## config.mk

```make
export PLATFORM = sky130hd
export DESIGN_NAME = oven_controller
export DESIGN_NICKNAME = d
export VERILOG_FILES = /design/src/rtl/oven_controller.sv
export SDC_FILE = /design/constraint.sdc
export NUM_CORES = 1
export LEC_CHECK = 0
export BUFFER_PORTS_ARGS = -buffer_cell sky130_fd_sc_hd__buf_2
export CORE_AREA = 2 2 111 113
export CTS_BUF_LIST = sky130_fd_sc_hd__clkbuf_16
export DETAILED_ROUTE_END_ITERATION = 8
export DIE_AREA = 0 0 113 115
export PLACE_DENSITY_LB_ADDON = 0.1
export SLEW_MARGIN = 40
export SYNTH_ARGS = -nofsm -noshare
export SYNTH_HDL_FRONTEND = slang
export SYNTH_SLANG_ARGS = --single-unit
export TNS_END_PERCENT = 5
```

## constraint.sdc

```tcl
create_clock -name clk -period 10.39 [get_ports clk]
set_input_delay 2.078 -clock clk [delete_from_list [all_inputs] [get_ports clk]]
set_output_delay 2.078 -clock clk [all_outputs]
set_load 0.05 [all_outputs]
```

## src/rtl/oven_controller.sv

```systemverilog
`default_nettype none
// +--------------------------------------------------------------------------+
// | oven_controller: preheat/bake/done sequencer with tick-based cavity model |
// | Revision 1.0                                                              |
// +--------------------------------------------------------------------------+
module oven_controller #(
  parameter int TICK_DIV   = 50_000_000,
  parameter int RAMP_STEP  = 5,
  parameter int COOL_STEP  = 2,
  parameter int AMBIENT    = 70,
  parameter int MAX_TEMP   = 550,
  parameter int BEEP_TICKS = 3
) (
  input  logic        clk,
  input  logic        rst_n,
  input  logic [9:0]  setpoint,
  input  logic [11:0] bake_time,
  input  logic        start,
  input  logic        cancel,
  output logic        heater_on,
  output logic [9:0]  cur_temp,
  output logic [11:0] time_left,
  output logic [1:0]  state,
  output logic        done_beep
);

  typedef enum logic [1:0] {
    IDLE    = 2'd0,
    PREHEAT = 2'd1,
    BAKE    = 2'd2,
    DONE    = 2'd3
  } state_t;

  localparam int TW = (TICK_DIV > 1) ? $clog2(TICK_DIV) : 1;
  localparam int BW = (BEEP_TICKS > 1) ? $clog2(BEEP_TICKS) : 1;

  localparam logic [TW-1:0] TICK_LAST = TW'(TICK_DIV - 1);
  localparam logic [BW-1:0] BEEP_LAST = BW'(BEEP_TICKS - 1);
  localparam logic [10:0]   RAMP11    = 11'(RAMP_STEP);
  localparam logic [10:0]   FLOOR11   = 11'(AMBIENT + COOL_STEP);
  localparam logic [9:0]    COOL10    = 10'(COOL_STEP);
  localparam logic [9:0]    AMB10     = 10'(AMBIENT);
  localparam logic [9:0]    MAX10     = 10'(MAX_TEMP);

  state_t          cur_st, nxt_st;
  logic            start_q, cancel_q;
  logic [TW-1:0]   tick_cnt;
  logic [9:0]      target, target_n, temp_n;
  logic [11:0]     time_n;
  logic [BW-1:0]   beep_cnt, beep_n;
  logic            heater_n;
  logic [10:0]     sum11;
  logic            tick, start_rise, cancel_rise;

  assign tick        = (tick_cnt == TICK_LAST);
  assign start_rise  = start & ~start_q;
  assign cancel_rise = cancel & ~cancel_q;
  assign sum11       = {1'b0, cur_temp} + RAMP11;
  assign state       = cur_st;

  always_comb begin
    temp_n   = cur_temp;
    nxt_st   = cur_st;
    target_n = target;
    time_n   = time_left;
    beep_n   = beep_cnt;
    heater_n = 1'b0;

    // Cavity model runs off the registered heater state, independent of the FSM
    if (tick) begin
      if (heater_on) begin
        temp_n = (sum11 > {1'b0, target}) ? target : sum11[9:0];
      end else if (cur_temp > AMB10) begin
        temp_n = ({1'b0, cur_temp} >= FLOOR11) ? (cur_temp - COOL10) : AMB10;
      end
    end

    unique case (cur_st)
      IDLE: begin
        if (!cancel_rise && start_rise && (bake_time != 12'd0) && (setpoint != 10'd0)) begin
          nxt_st   = PREHEAT;
          target_n = (setpoint > MAX10) ? MAX10 : setpoint;
          time_n   = bake_time;
        end
      end
      PREHEAT: begin
        if (cancel_rise) begin
          nxt_st = IDLE;
          time_n = 12'd0;
        end else if (cur_temp >= target) begin
          nxt_st = BAKE;
        end
      end
      BAKE: begin
        if (cancel_rise) begin
          nxt_st = IDLE;
          time_n = 12'd0;
        end else if (time_left == 12'd0) begin
          nxt_st = DONE;
          beep_n = '0;
        end else if (tick) begin
          time_n = time_left - 12'd1;
        end
      end
      DONE: begin
        if (cancel_rise || start_rise) begin
          nxt_st = IDLE;
          beep_n = '0;
        end else if (tick) begin
          if (beep_cnt == BEEP_LAST) begin
            nxt_st = IDLE;
            beep_n = '0;
          end else begin
            beep_n = beep_cnt + BW'(1);
          end
        end
      end
      default: nxt_st = IDLE;
    endcase

    // Heater decision uses the post-edge state and temperature
    unique case (nxt_st)
      PREHEAT: heater_n = 1'b1;
      BAKE:    heater_n = (temp_n < target_n);
      default: heater_n = 1'b0;
    endcase
  end

  always_ff @(posedge clk) begin
    if (!rst_n) begin
      start_q   <= 1'b1;
      cancel_q  <= 1'b1;
      tick_cnt  <= '0;
      cur_st    <= IDLE;
      target    <= AMB10;
      cur_temp  <= AMB10;
      time_left <= 12'd0;
      beep_cnt  <= '0;
      heater_on <= 1'b0;
      done_beep <= 1'b0;
    end else begin
      start_q   <= start;
      cancel_q  <= cancel;
      tick_cnt  <= tick ? '0 : tick_cnt + TW'(1);
      cur_st    <= nxt_st;
      target    <= target_n;
      cur_temp  <= temp_n;
      time_left <= time_n;
      beep_cnt  <= beep_n;
      heater_on <= heater_n;
      done_beep <= (nxt_st == DONE);
    end
  end

endmodule
`default_nettype wire
```

==> impl_metrics.yaml, run 1 <==
critical_path:
  crit_type: "flip-flop to flip-flop"
  arrival_ps: 5080
  worst_setup_path_start_kind: "flip-flop"
  path_max_fanout: 13
  ff2ff_setup_slack_ps: 5570
  critical_path.endpoint_type: "flip-flop"
  timing.critical_path.required_ps: 10660
floorplan:
  core_region_area_um2: 11800
  rows: 40
  die_area_um2: 13000
  die_h_um: 115
  die_width_um: 113
  initial_core_util: 0.388
  top_level_ports: 52
yosys:
  post-synth-top-area-cell: "dfxtp_1"
  synth_ff_type: "dfxtp_1"
  number_of_enable_type_register_cells_in_the_synthesized_netlist: 0
  postSynth.asyncResetShare: 0
  syn-num-nets: 646
  synthDominantCellAreaShare: 0.288
  postSynthCellCount: 575
  synthesis.yosys.warnings: 0
  ys_top_cells_by_area: "dfxtp_1, ha_1, nor2_1"
  synth.cell_area_um2: 4590
  synthesis.area_per_instance_um2: 7.98
  ys_types: 59
  synth-seq-area-share: 0.288
  postSynthRegisterBits: 66
sta:
  setup_repair_after_global_routing_missed_its_margin: "no"
  hold_ws_ps: 466
  finalSetupViolations: 0
  worst_slew_pin_slew_ps: 895
  final_hold_viol_count: 0
  setup_tns_ps: 0
  max_slew_headroom: 0.398
  timing.final.crit_share: 0.464
  fin_skew_ps: 8.32
  final.min_clock_period_ps: 4820
  max_freq_ghz: 0.207
  final-max-slew-violation-count: 0
cells_and_area:
  multi_input_area_um2: 3050
  fillers: 1207
  antenna-diode-count: 0
  register_area_um2: 1320
  area_delta_synth_final_pct: 14.1
  post_route_cells_drive_above_1_share: 0.126
  layout.cells.most_common: "dfxtp_1"
  finalNetCount: 685
  mostFrequentLayoutCells: "dfxtp_1, nor2_1, buf_2"
cts:
  cts_buffer_depth: 2
  cts_post_setup_buffers_inserted: 0
  post_cts_clock_slew_at_the_launch_and_capture_registers_of_the_worst_setup_and_hold_paths_ps: 60
  cts_buffers: 9
  clock_tree.root_cell: "clkbuf_16"
  clock_tree_from_tritoncts: "done"
  clock_latency_ps: 330
  cts_hold_buf: 0
  cts_resized: 0
  ctsHtreeMaxLevel: 3
  numClockSinks: 66
run_status:
  violations: "design-rule violations"
  status: "finished, violations left"
global_routing:
  grt_antenna_before_repair: 0
  grt_first_pass_wirelength_mm: 20.5
  grtUsageTotal: 0.195
  number_of_global_route_vias_before_repair: 4186
  globalRouteOverflowTotal: 0
  grt_start_max_net_pins: 50
detailed_routing:
  routedWlPerCell_um: 16.0
  drc_errors_left: 1
  route.antenna.remaining_nets: 0
  detail_route.iter0.violations: 172
  routed-via-count: 4214
  routed_wl_mm: 12.2
  drt_first_pass_iters: 6
  routed_vias_inst: 5.50
power_and_ir_drop:
  power.static_leakage_nw: 2.22
  ir_worst_vdd_uv: 203
  power_per_cell_area_nw_per_um2: 193
place:
  io_buffer_count: 51
  hpwl_mm: 9.12
  routabilityCongestion: 0.920
hold_path:
  timing.hold.worst.class: "flip-flop to flip-flop"
run:
  cap_viol_max_count: 0
==> cell type report <==
class	count	share of cell area
clock buffer	9	0.0431
sequential	66	0.253
multi-input combinational	454	0.582
timing repair buffer	52	0.0514
tap	147	0.0352
clock inverter	7	0.0132
inverter	31	0.0222
==> layer usage <==
metal / global-route usage / wire length, um / share of wire
met5: 0 / 0 / 0
met2: 0.322 / 5660 / 0.46
met4: 0.0610 / 174 / 0.014
met1: 0.260 / 5860 / 0.48
met3: 0.0364 / 527 / 0.043
==> worst paths after layout <==
path               start          end  cells after the start
min reg2reg  tick_cnt[0]  tick_cnt[0]                      1
max reg2reg  cur_temp[3]    heater_on                     19
min          tick_cnt[0]  tick_cnt[0]                      1
max          cur_temp[3]    heater_on                     19
==> critical path, stage by stage, from the launching register on <==
cell and delay [ps]:
dfxtp_1 630, nand3_1 210, o21bai_1 270, nor2_1 160, xor2_1 220, ha_1 280, a21o_1 170, a21oi_2 150
or4b_1 460, a21oi_2 620, mux2i_1 250, o21ai_1 110, ha_1 300, a211oi_1 220, nor2_1 70, o21ai_0 180
nand2b_1 80, a21oi_1 140, o21ai_0 80, a21oi_1 110
==> synth_stat cells, drive strengths merged, types with 3 or more instances <==
master	instances
o211a	5
nand2b	10
a21oi	30
inv	31
dfxtp	66
nor3b	10
mux2i	11
nand2	45
nor2	58
o21ai	44
nand4	10
and3	11
nor3	12
ha	45
clkbuf	20
o211ai	3
nand3b	5
and2	15
buf	4
nand3	28
a31oi	3
xor2	21
or3	5
mux2	3
a31o	4
xnor2	11
nor2b	13
and4	4
nor4b	3
nor4	10
a21boi	4
o221ai	4
a211oi	3
==> per-stage QoR <==
step	cells	utilization	area [um^2]	worst slack, ps	power (mW)
finish	766	0.443	5230	5570	1.01
global placement	749	0.417	4920	5670	0.703
detailed placement	750	0.417	4930	5620	0.710
CTS	766	0.442	5230	5600	1.02
floorplan	575	-	4590	5990	0.615
global route	766	0.443	5230	5130	1.07
==> state kept, by name, summed over array words and instances (netlist names) <==
| signal | cells |
|---|---|
| cur_temp | 10 |
| beep_cnt | 2 |
| cancel_q | 1 |
| heater_on | 1 |
| target | 10 |
| tick_cnt | 26 |
| done_beep | 1 |
| time_left | 12 |
| state | 2 |
| start_q | 1 |
==> logic make-up after synthesis <==
kind of cell,synth area share
AOI/OAI and AO/OA,0.172
muxes,0.0314
buffers and inverters,0.0483
xor gates and xnor gates,0.0611
and+or+nand+nor,0.277
adders and majority gates,0.123
DFF,0.288
==> power by group <==
part / internal, mW / switching [mW]
Clock: 0.185 / 0.117
Combinational: 0.136 / 0.261
Sequential: 0.277 / 0.0314
Power figures use the tool's default switching activity.
==> run 2, diff against run 1 <==
==> constraint.sdc (replaced) <==
create_clock -name clk -period 4.3 [get_ports clk]
set_input_delay 0.86 -clock clk [delete_from_list [all_inputs] [get_ports clk]]
set_output_delay 0.86 -clock clk [all_outputs]
set_load 0.05 [all_outputs]
==> impl_metrics.yaml, run 2 (synthesis gave the netlist of run 1 again) <==
power_and_ir_drop:
  power.static_leakage_nw: 2.29
  power_per_cell_area_nw_per_um2: 449
  ir_worst_vdd_uv: 392
  design_power_total_mw: 2.42
hold_path:
  hold_depth: 2
  timing.hold.worst.class: "flip-flop to flip-flop"
  hold_path_end: "time_left[9]"
  holdCritStartpoint: "time_left[9]"
run_status:
  status: "complete, no violations"
cells_and_area:
  layout.cells.non_filler: 781
  antenna-diode-count: 0
  register_area_um2: 1330
  reg.largest.list: "tick_cnt x26, time_left x12"
  layout.cells.most_common: "dfxtp_1"
  multi_input_area_um2: 3090
  fillers: 1193
  largest-register: "tick_cnt"
  mostFrequentLayoutCells: "dfxtp_1, nor2_1, buf_2"
  post_route_cells_drive_above_1_share: 0.161
  area_delta_synth_final_pct: 17.5
  flip_flop_count_of_the_largest_register_after_layout: 26
  finalNetCount: 701
cts:
  ctsHtreeMaxLevel: 3
  cts_hold_buf: 0
  clock_latency_ps: 330
  cts_buffer_depth: 2
  post_cts_clock_slew_at_the_launch_and_capture_registers_of_the_worst_setup_and_hold_paths_ps: 60
  cts_buffers: 9
  clock_tree_from_tritoncts: "done"
  numClockSinks: 66
  clock_tree.root_cell: "clkbuf_16"
floorplan:
  top_level_ports: 52
  die_area_um2: 13000
  die_h_um: 115
  core_region_area_um2: 11800
  rows: 40
  initial_core_util: 0.388
  die_width_um: 113
critical_path:
  crit_type: "flip-flop to flip-flop"
  critical_path.reg2reg.startpoint: "cur_temp[4]"
  ff2ff_setup_slack_ps: 240
  critical_path.reg2reg.endpoint: "heater_on"
  worst_setup_path_start_kind: "flip-flop"
  path_max_fanout: 12
  r2r_cells: 20
  timing.critical_path.required_ps: 4560
  critical_path.endpoint_type: "flip-flop"
  arrival_ps: 4320
detailed_routing:
  drc_errors_left: 0
  detail_route.iter0.violations: 200
  routed-via-count: 4200
  routedWlPerCell_um: 15.4
  routed_vias_inst: 5.38
  drt_first_pass_iters: 4
  route.antenna.remaining_nets: 0
  routed_wl_mm: 12.0
place:
  hpwl_mm: 9.13
  routabilityCongestion: 0.896
  io_buffer_count: 51
  dp.cells: 760
sta:
  fin_skew_ps: 6.52
  max_slew_headroom: 0.475
  max_freq_ghz: 0.246
  worst_slew_pin_slew_ps: 781
  final_hold_viol_count: 0
  finalSetupViolations: 0
  final.min_clock_period_ps: 4060
  timing.final.crit_share: 0.945
  final-max-slew-violation-count: 0
global_routing:
  grt_start_max_net_pins: 50
  grt_first_pass_wirelength_mm: 19.8
  number_of_global_route_vias_before_repair: 4057
  grtUsageTotal: 0.190
  grt_antenna_before_repair: 0
  globalRouteOverflowTotal: 0
run:
  cap_viol_max_count: 0
-- run 2: what timing repair did --
item / CTS / global route
pin swaps: 0 / 5
setup endpoints to repair: 1 / 1
endpoints found under the hold margin: 0 / 0
gates resized for setup: 1 / 13
buffers inserted: 0 / 6
-- run 2: worst max-delay path by stage --
stage                start  slack (ps)  cells after the start         to
2_1_floorplan  cur_temp[1]          70                     19  heater_on
3_3_place_gp   cur_temp[2]         180                     21  heater_on
3_5_place_dp   cur_temp[2]          -2                     21  heater_on
4_1_cts        cur_temp[2]          60                     20  heater_on
5_1_grt        cur_temp[2]         -20                     21  heater_on
6_report       cur_temp[4]         240                     20  heater_on
-- run 2: cell type report --
class,count,share of cell area
tap,147,0.0341
inverter,31,0.0216
timing repair buffer,68,0.0717
clock buffer,9,0.0418
multi-input combinational,454,0.572
clock inverter,6,0.0109
sequential,66,0.247
-- run 2: worst max-delay path, cell delays in order (launching register included) --
cell and delay [ps]:
dfxtp_4 410, nand3_2 140, o21bai_2 250, nor2_1 150, xor2_1 210, ha_1 280
a21o_1 180, a21oi_2 140, or4b_1 460, a21oi_2 210, buf_6 160, mux2i_1 180
o21ai_1 100, ha_1 340, a211oi_2 200, nor2_1 70, o21ai_1 120, nand2b_1 70
a21oi_1 140, o21ai_0 80, a21oi_1 110
-- run 2: layer usage --
layer,part of all wire,vias to the layer above,global-route usage
met5,0,-,0
met4,0.014,0,0.0659
met3,0.050,10,0.0385
met2,0.45,83,0.310
met1,0.48,1951,0.251
li1,-,2156,-
-- run 2: power by group --
part,switching (mW),total [mW],internal (mW)
logic,0.628,0.967,0.339
registers,0.0754,0.743,0.668
clock network,0.269,0.710,0.441
total,0.973,2.42,1.45
-- run 2: per-stage QoR --
stage                     setup TNS (ps)  hold slack [ps]  cell area, um^2   util  setup WS, ps
final                                  0              464             5390  0.456           236
after global routing               -16.5              489             5390  0.456         -16.5
after CTS                              0              463             5290  0.448          59.1
after detailed placement           -1.73              454             5010  0.424         -1.73
after global placement                 0              444             5010  0.424           184
after floorplan                        0              430             4590      -          68.3
